## config.mk

```make
export PLATFORM = sky130hd
export DESIGN_NAME = denise_bpl_serializer
export DESIGN_NICKNAME = d
export VERILOG_FILES = /design/src/rtl/denise_bpl_serializer.sv
export SDC_FILE = /design/constraint.sdc
export NUM_CORES = 2
export LEC_CHECK = 0
export ABC_AREA = 1
export CORE_MARGIN = 5
export CORE_UTILIZATION = 32
export DETAILED_ROUTE_END_ITERATION = 6
export MAX_ROUTING_LAYER = met4
export SYNTH_ARGS = -nofsm -noshare
export SYNTH_HDL_FRONTEND = slang
export SYNTH_SLANG_ARGS = --single-unit
```

## constraint.sdc

```tcl
create_clock -name clk -period 27.4 [get_ports clk]
set_input_delay 8.22 -clock clk [delete_from_list [all_inputs] [get_ports clk]]
set_output_delay 8.22 -clock clk [all_outputs]
set_load 0.02 [all_outputs]
```

## src/rtl/denise_bpl_serializer.sv

```systemverilog
// ============================================================================
// denise_bpl_serializer
//
// Bitplane serializer that sits downstream of the bitplane DMA engine.
// BPLxDAT writes are captured into per-plane holding registers. A write to
// BPL1DAT arms a parallel load of all six holding registers into the shift
// registers. The shift registers are clocked out at the lowres, hires or
// shres pixel rate, pushed through a per-plane delay line, and a
// BPLCON1-selected tap gives the horizontally scrolled pixel for each plane.
//
// Ports:
//   clk            28 MHz pixel clock, the only clock domain
//   reset          asynchronous, active-high reset
//   clk7_en        one-clk pulse every 4 clk; register strobe, lowres rate
//   ecs            allows BPLCON0 to enable SHRES
//   reg_address_in register address bits [8:1]
//   data_in        register write data
//   bpldata        bit n = serialized, scrolled pixel of plane n
//   load_strobe    high for one clk after a parallel-load edge
// ============================================================================
module denise_bpl_serializer #(
    parameter int DLY_DEPTH = 64
) (
    input  logic        clk,
    input  logic        reset,
    input  logic        clk7_en,
    input  logic        ecs,
    input  logic [8:1]  reg_address_in,
    input  logic [15:0] data_in,
    output logic [6:1]  bpldata,
    output logic        load_strobe
);

    localparam logic [8:1] ADDR_BPLCON0 = 8'h80;
    localparam logic [8:1] ADDR_BPLCON1 = 8'h81;
    localparam logic [8:1] ADDR_BPL1DAT = 8'h88;

    logic                          r_hires;
    logic                          r_shres;
    logic [2:0]                    r_bpu;
    logic [3:0]                    r_pf1h;
    logic [3:0]                    r_pf2h;
    logic [6:1][15:0]              r_holding;
    logic [6:1][15:0]              r_shift;
    logic [DLY_DEPTH-1:0][6:1]     r_dly;
    logic                          r_armed;
    logic [1:0]                    r_phase;

    logic                          w_sh_en;
    logic                          w_load;
    logic [6:1]                    w_stage0_next;
    logic [5:0]                    w_tap_odd;
    logic [5:0]                    w_tap_even;
    logic [2:0]                    w_planes;

    // Pixel-rate enable. SHRES wins over HIRES; hires pixels fall on the
    // even phase counts between clk7_en pulses.
    assign w_sh_en = r_shres ? 1'b1 : (r_hires ? ~r_phase[0] : clk7_en);

    // A load happens on the first pixel edge after BPL1DAT armed it.
    assign w_load  = w_sh_en & r_armed;

    // BPU values above 6 behave as four planes.
    assign w_planes = (r_bpu > 3'd6) ? 3'd4 : r_bpu;

    // Control register and holding register capture, clk7_en cycles only.
    always_ff @(posedge clk or posedge reset) begin
        if (reset) begin
            r_hires   <= 1'b0;
            r_shres   <= 1'b0;
            r_bpu     <= 3'd0;
            r_pf1h    <= 4'd0;
            r_pf2h    <= 4'd0;
            r_holding <= '0;
        end else if (clk7_en) begin
            if (reg_address_in == ADDR_BPLCON0) begin
                r_hires <= data_in[15];
                r_bpu   <= data_in[14:12];
                r_shres <= data_in[6] & ecs;
            end
            if (reg_address_in == ADDR_BPLCON1) begin
                r_pf1h <= data_in[3:0];
                r_pf2h <= data_in[7:4];
            end
            for (int n = 1; n <= 6; n++) begin
                if (reg_address_in == ADDR_BPL1DAT + 8'(n - 1)) begin
                    r_holding[n] <= data_in;
                end
            end
        end
    end

    // Arm flag. A BPL1DAT write on the same edge as a pending load keeps it
    // set so the freshly written word is loaded on the following pixel edge.
    always_ff @(posedge clk or posedge reset) begin
        if (reset) begin
            r_armed <= 1'b0;
        end else if (clk7_en && reg_address_in == ADDR_BPL1DAT) begin
            r_armed <= 1'b1;
        end else if (w_load) begin
            r_armed <= 1'b0;
        end
    end

    // Phase within the 7 MHz period, realigned by every clk7_en pulse.
    always_ff @(posedge clk or posedge reset) begin
        if (reset) begin
            r_phase     <= 2'd0;
            load_strobe <= 1'b0;
        end else begin
            r_phase     <= clk7_en ? 2'd0 : r_phase + 2'd1;
            load_strobe <= w_load;
        end
    end

    // Shift registers: parallel load or shift out MSB-first, zero filling.
    always_ff @(posedge clk or posedge reset) begin
        if (reset) begin
            r_shift <= '0;
        end else if (w_load) begin
            r_shift <= r_holding;
        end else if (w_sh_en) begin
            for (int n = 1; n <= 6; n++) begin
                r_shift[n] <= {r_shift[n][14:0], 1'b0};
            end
        end
    end

    // On a load edge nothing is shifted out, so stage 0 holds its pixel.
    always_comb begin
        w_stage0_next = r_dly[0];
        if (!w_load) begin
            for (int n = 1; n <= 6; n++) begin
                w_stage0_next[n] = r_shift[n][15];
            end
        end
    end

    // Delay line; element 0 is the newest pixel.
    always_ff @(posedge clk or posedge reset) begin
        if (reset) begin
            r_dly <= '0;
        end else if (w_sh_en) begin
            r_dly <= {r_dly[DLY_DEPTH-2:0], w_stage0_next};
        end
    end

    // Scroll tap scales with the pixel rate so one scroll unit is always
    // one lowres pixel.
    always_comb begin
        if (r_shres) begin
            w_tap_odd  = {r_pf1h, 2'b00};
            w_tap_even = {r_pf2h, 2'b00};
        end else if (r_hires) begin
            w_tap_odd  = {1'b0, r_pf1h, 1'b0};
            w_tap_even = {1'b0, r_pf2h, 1'b0};
        end else begin
            w_tap_odd  = {2'b00, r_pf1h};
            w_tap_even = {2'b00, r_pf2h};
        end
    end

    // Tap selection and plane masking are combinational so BPLCON0/1
    // changes are visible immediately.
    always_comb begin
        bpldata = '0;
        for (int n = 1; n <= 6; n++) begin
            if (n <= int'(w_planes)) begin
                bpldata[n] = (n % 2 == 1) ? r_dly[w_tap_odd][n] : r_dly[w_tap_even][n];
            end
        end
    end

endmodule

```

==> results.yml <==
status:
  status: "finished clean"
layout:
  postLayoutCoreUtil_pct: 36.04
  num_antenna_cells: 0
  layout_commonest_cell: "nand2_1"
  syn2layout_area_growth_pct: 11.36
  mostFrequentLayoutCells: "1093 x nand2_1, 592 x dfrtp_1, 405 x nand3_1"
  final_nets: 3181
  drive_gt1_share_pct: 5.000
critical_path:
  end_kind: "output pin"
  critPathMaxStageDelay_ns: 0.65
  path_cells: "nor2_4 > buf_4 > buf_4 > nand2_4 > buf_4 > o211ai_1 > nand3_1 > nand3_1 > nand2_1 > nor2_1 > nor2_1 > nor2_1 > clkdlybuf4s50_1"
  worst_ep_required_time_ns: 19.18
  crit_slowest_cell: "clkdlybuf4s50_1"
  critPathMaxFanout: 54
  crit_family: "buffers and inverters"
  worstPathArrival_ns: 4.54
  startpoint_type: "register"
  critPathKind: "register to output pin"
  crit_buf_inv: 4
global_route:
  grt.busiest_layer: "met2"
  grt_pass1_wl_um: 109100
  antenna_found_initial: 1
  grt_pass1_vias: 20390
  use_met2_pct: 23.85
  met1_usage_pct: 20.41
  grtUsageTotal_pct: 15.05
  grt_overflow_total: 0
  grt_use_met3_pct: 2.272
  grt_max_degree: 240
sta:
  hold_viol_final: 0
  fin_ws_ns: 14.64
  rsz0062_at_grt: "false"
  fin_skew_ns: 0.02509
  max_freq_ghz: 0.07839
  tns_ns: 0
  slew_headroom_pct: 24.46
  min_period_ns: 12.76
  slew_viol_final: 0
  setup_viol: 0
  period_share_pct: 46.56
  tightest_slew_ns: 1.130
power_and_ir_drop:
  clockPowerShare_pct: 39.3
  power.density_nw_per_um2: 75.42
  ir_worst_vdd_mv: 0.03472
  switching_share_pct: 28.31
  p_leak_nw: 12.97
  seqPwrFrac_pct: 47.2
  power_mw: 2.239
  switchingPower_uw: 633.8
  comb_power_share_pct: 13.6
  internal-power_mw: 1.605
route:
  wl_per_cell_um: 15.22
  drt-total-wl_um: 65000
  vias_per_cell: 4.863
  drtIter0Drc: 1792
  firstDrtPassIters: 5
  final_antenna_net_count: 0
  vias: 20770
  drt_drc_violations_left: 0
clocking:
  post-cts-setup-buffers: 0
  cts_buffers: 67
  cts_max_path_buffers: 3
  cts_sinks: 592
  cts_hold_buffers: 0
  h-tree-depth: 3
  postCtsResizedCells: 0
  root_buffer: "clkbuf_16"
  insertion_delay_ns: 0.61
  cts_tree: "yes"
  clk_pin_slew_ns: 0.06
synthesis:
  ys_warn_count: 0
  syn-num-nets: 3261
  ys_seq_area_share_pct: 55.57
  async_reset_ff_share_pct: 100.0
  netlist_area_um2: 26660
  synth_seq_cells: 592
  synth_ff_type: "dfrtp_1"
  synth_edf_count: 0
  synth.distinct_cells: 30
  avgSynthCellArea_um2: 8.246
  syn_inst: 3233
placed_design:
  portBuffers: 34
  gp_congestion: 0.7548
  pre_cts_slack_ns: 15.16
  dp_hpwl_um: 35800
floorplanning:
  fp.dieArea_um2: 89180
  core_area_um2: 82370
  start_util_pct: 32.36
  num_io_pins: 35
  die_width_um: 298.6
  rows: 105
  die_height_um: 298.6
run:
  drv_cap: 0
hold_path:
  hp-class: "register to register"
==> power groups by stage <==
stage / clock network (mW) / registers [mW] / logic (mW)
after floorplan: 0 / 1.05 / 0.243
after global placement: 0 / 1.07 / 0.301
after CTS: 0.902 / 1.06 / 0.309
after global routing: 0.941 / 1.07 / 0.353
after detailed placement: 0 / 1.07 / 0.307
final: 0.880 / 1.06 / 0.304
==> sequential cells by signal (all words and copies together) (netlist names) <==
| name | count |
|---|---|
| r_phase | 1 |
| r_armed | 1 |
| r_hires | 1 |
| load_strobe | 1 |
| r_shres | 1 |
| r_bpu | 3 |
| r_holding | 96 |
| r_pf2h | 4 |
| r_shift | 96 |
| r_dly | 384 |
| r_pf1h | 4 |
==> layer usage <==
layer / part of all wire [%] / vias to the layer above
li1: - / 10290
met1: 48 / 10060
met2: 45 / 323
met3: 4.1 / 92
met4: 2.0 / 0
met5: 0 / -
==> layout make-up <==
type / instances / area, µm²
fillers: 8486 / 52690
flip-flops and latches: 592 / 14810
multi-input cells: 2144 / 9689
clock buffers: 101 / 1977
well taps: 1070 / 1339
inverters: 282 / 1076
repair buffers: 66 / 618.1
clock inverters: 15 / 173.9
==> worst paths after layout <==
| path | from | to | slack, ns | cells after the start |
|---|---|---|---|---|
| worst max-delay path | r_shres | bpldata[2] | 14.64 | 13 |
| worst min-delay path | r_shift[31] | r_dly[1] | 0.47 | 2 |
| worst max register to register | r_shres | r_dly[153] | 23.53 | 9 |
| worst min register to register | r_shift[31] | r_dly[1] | 0.47 | 2 |
| max in group asynchronous | reset | r_dly[145] | 17.11 | 4 |
| min in group asynchronous | reset | r_holding[9] | 8.20 | 2 |
==> synthesized netlist by cell type, types with 4 or more instances <==
cell type | count | area share (%)
o21ai_1 | 278 | 5.2
o221ai_1 | 11 | 0.36
o21a_1 | 4 | 0.11
dfrtp_1 | 592 | 56
buf_2 | 93 | 1.7
inv_1 | 274 | 3.9
inv_2 | 7 | 0.099
a22o_1 | 4 | 0.13
o211ai_1 | 71 | 2.0
nand3_1 | 405 | 7.6
nand2_2 | 6 | 0.14
o21ai_0 | 211 | 4.0
clkbuf_1 | 66 | 0.93
buf_1 | 12 | 0.17
nor2_1 | 40 | 0.56
buf_4 | 31 | 0.87
nor2_4 | 4 | 0.17
nand2_1 | 1094 | 15
buf_6 | 13 | 0.55
==> worst reg2reg max path, cell delays in order, from the launching register on <==
cell,delay [ns]
dfrtp_1,0.54
inv_4,0.26
nand2_4,0.11
nand2_1,0.11
o21ai_4,0.08
buf_12,0.26
inv_8,1.05
buf_12,0.85
nand2_1,0.39
o21ai_1,0.14
==> kinds of logic after synthesis <==
logic type	count (synthesis)	synth area share, %
AND/OR/NAND/NOR	1556	24.09
flip-flops	592	55.57
AO/OA/AOI/OAI	588	12.10
buffers and inverters	497	8.246
==> stage by stage <==
| step | cell area, µm² | hold WS [ns] | cells |
|---|---|---|---|
| after floorplan | 26660 | 0.3994 | 3233 |
| after global placement | 27540 | 0.4629 | 4154 |
| after detailed placement | 27540 | 0.4545 | 4154 |
| after CTS | 29690 | 0.4718 | 4270 |
| after global routing | 29690 | 0.4958 | 4270 |
| final | 29690 | 0.4683 | 4270 |
(Power assumes the default switching activity.)
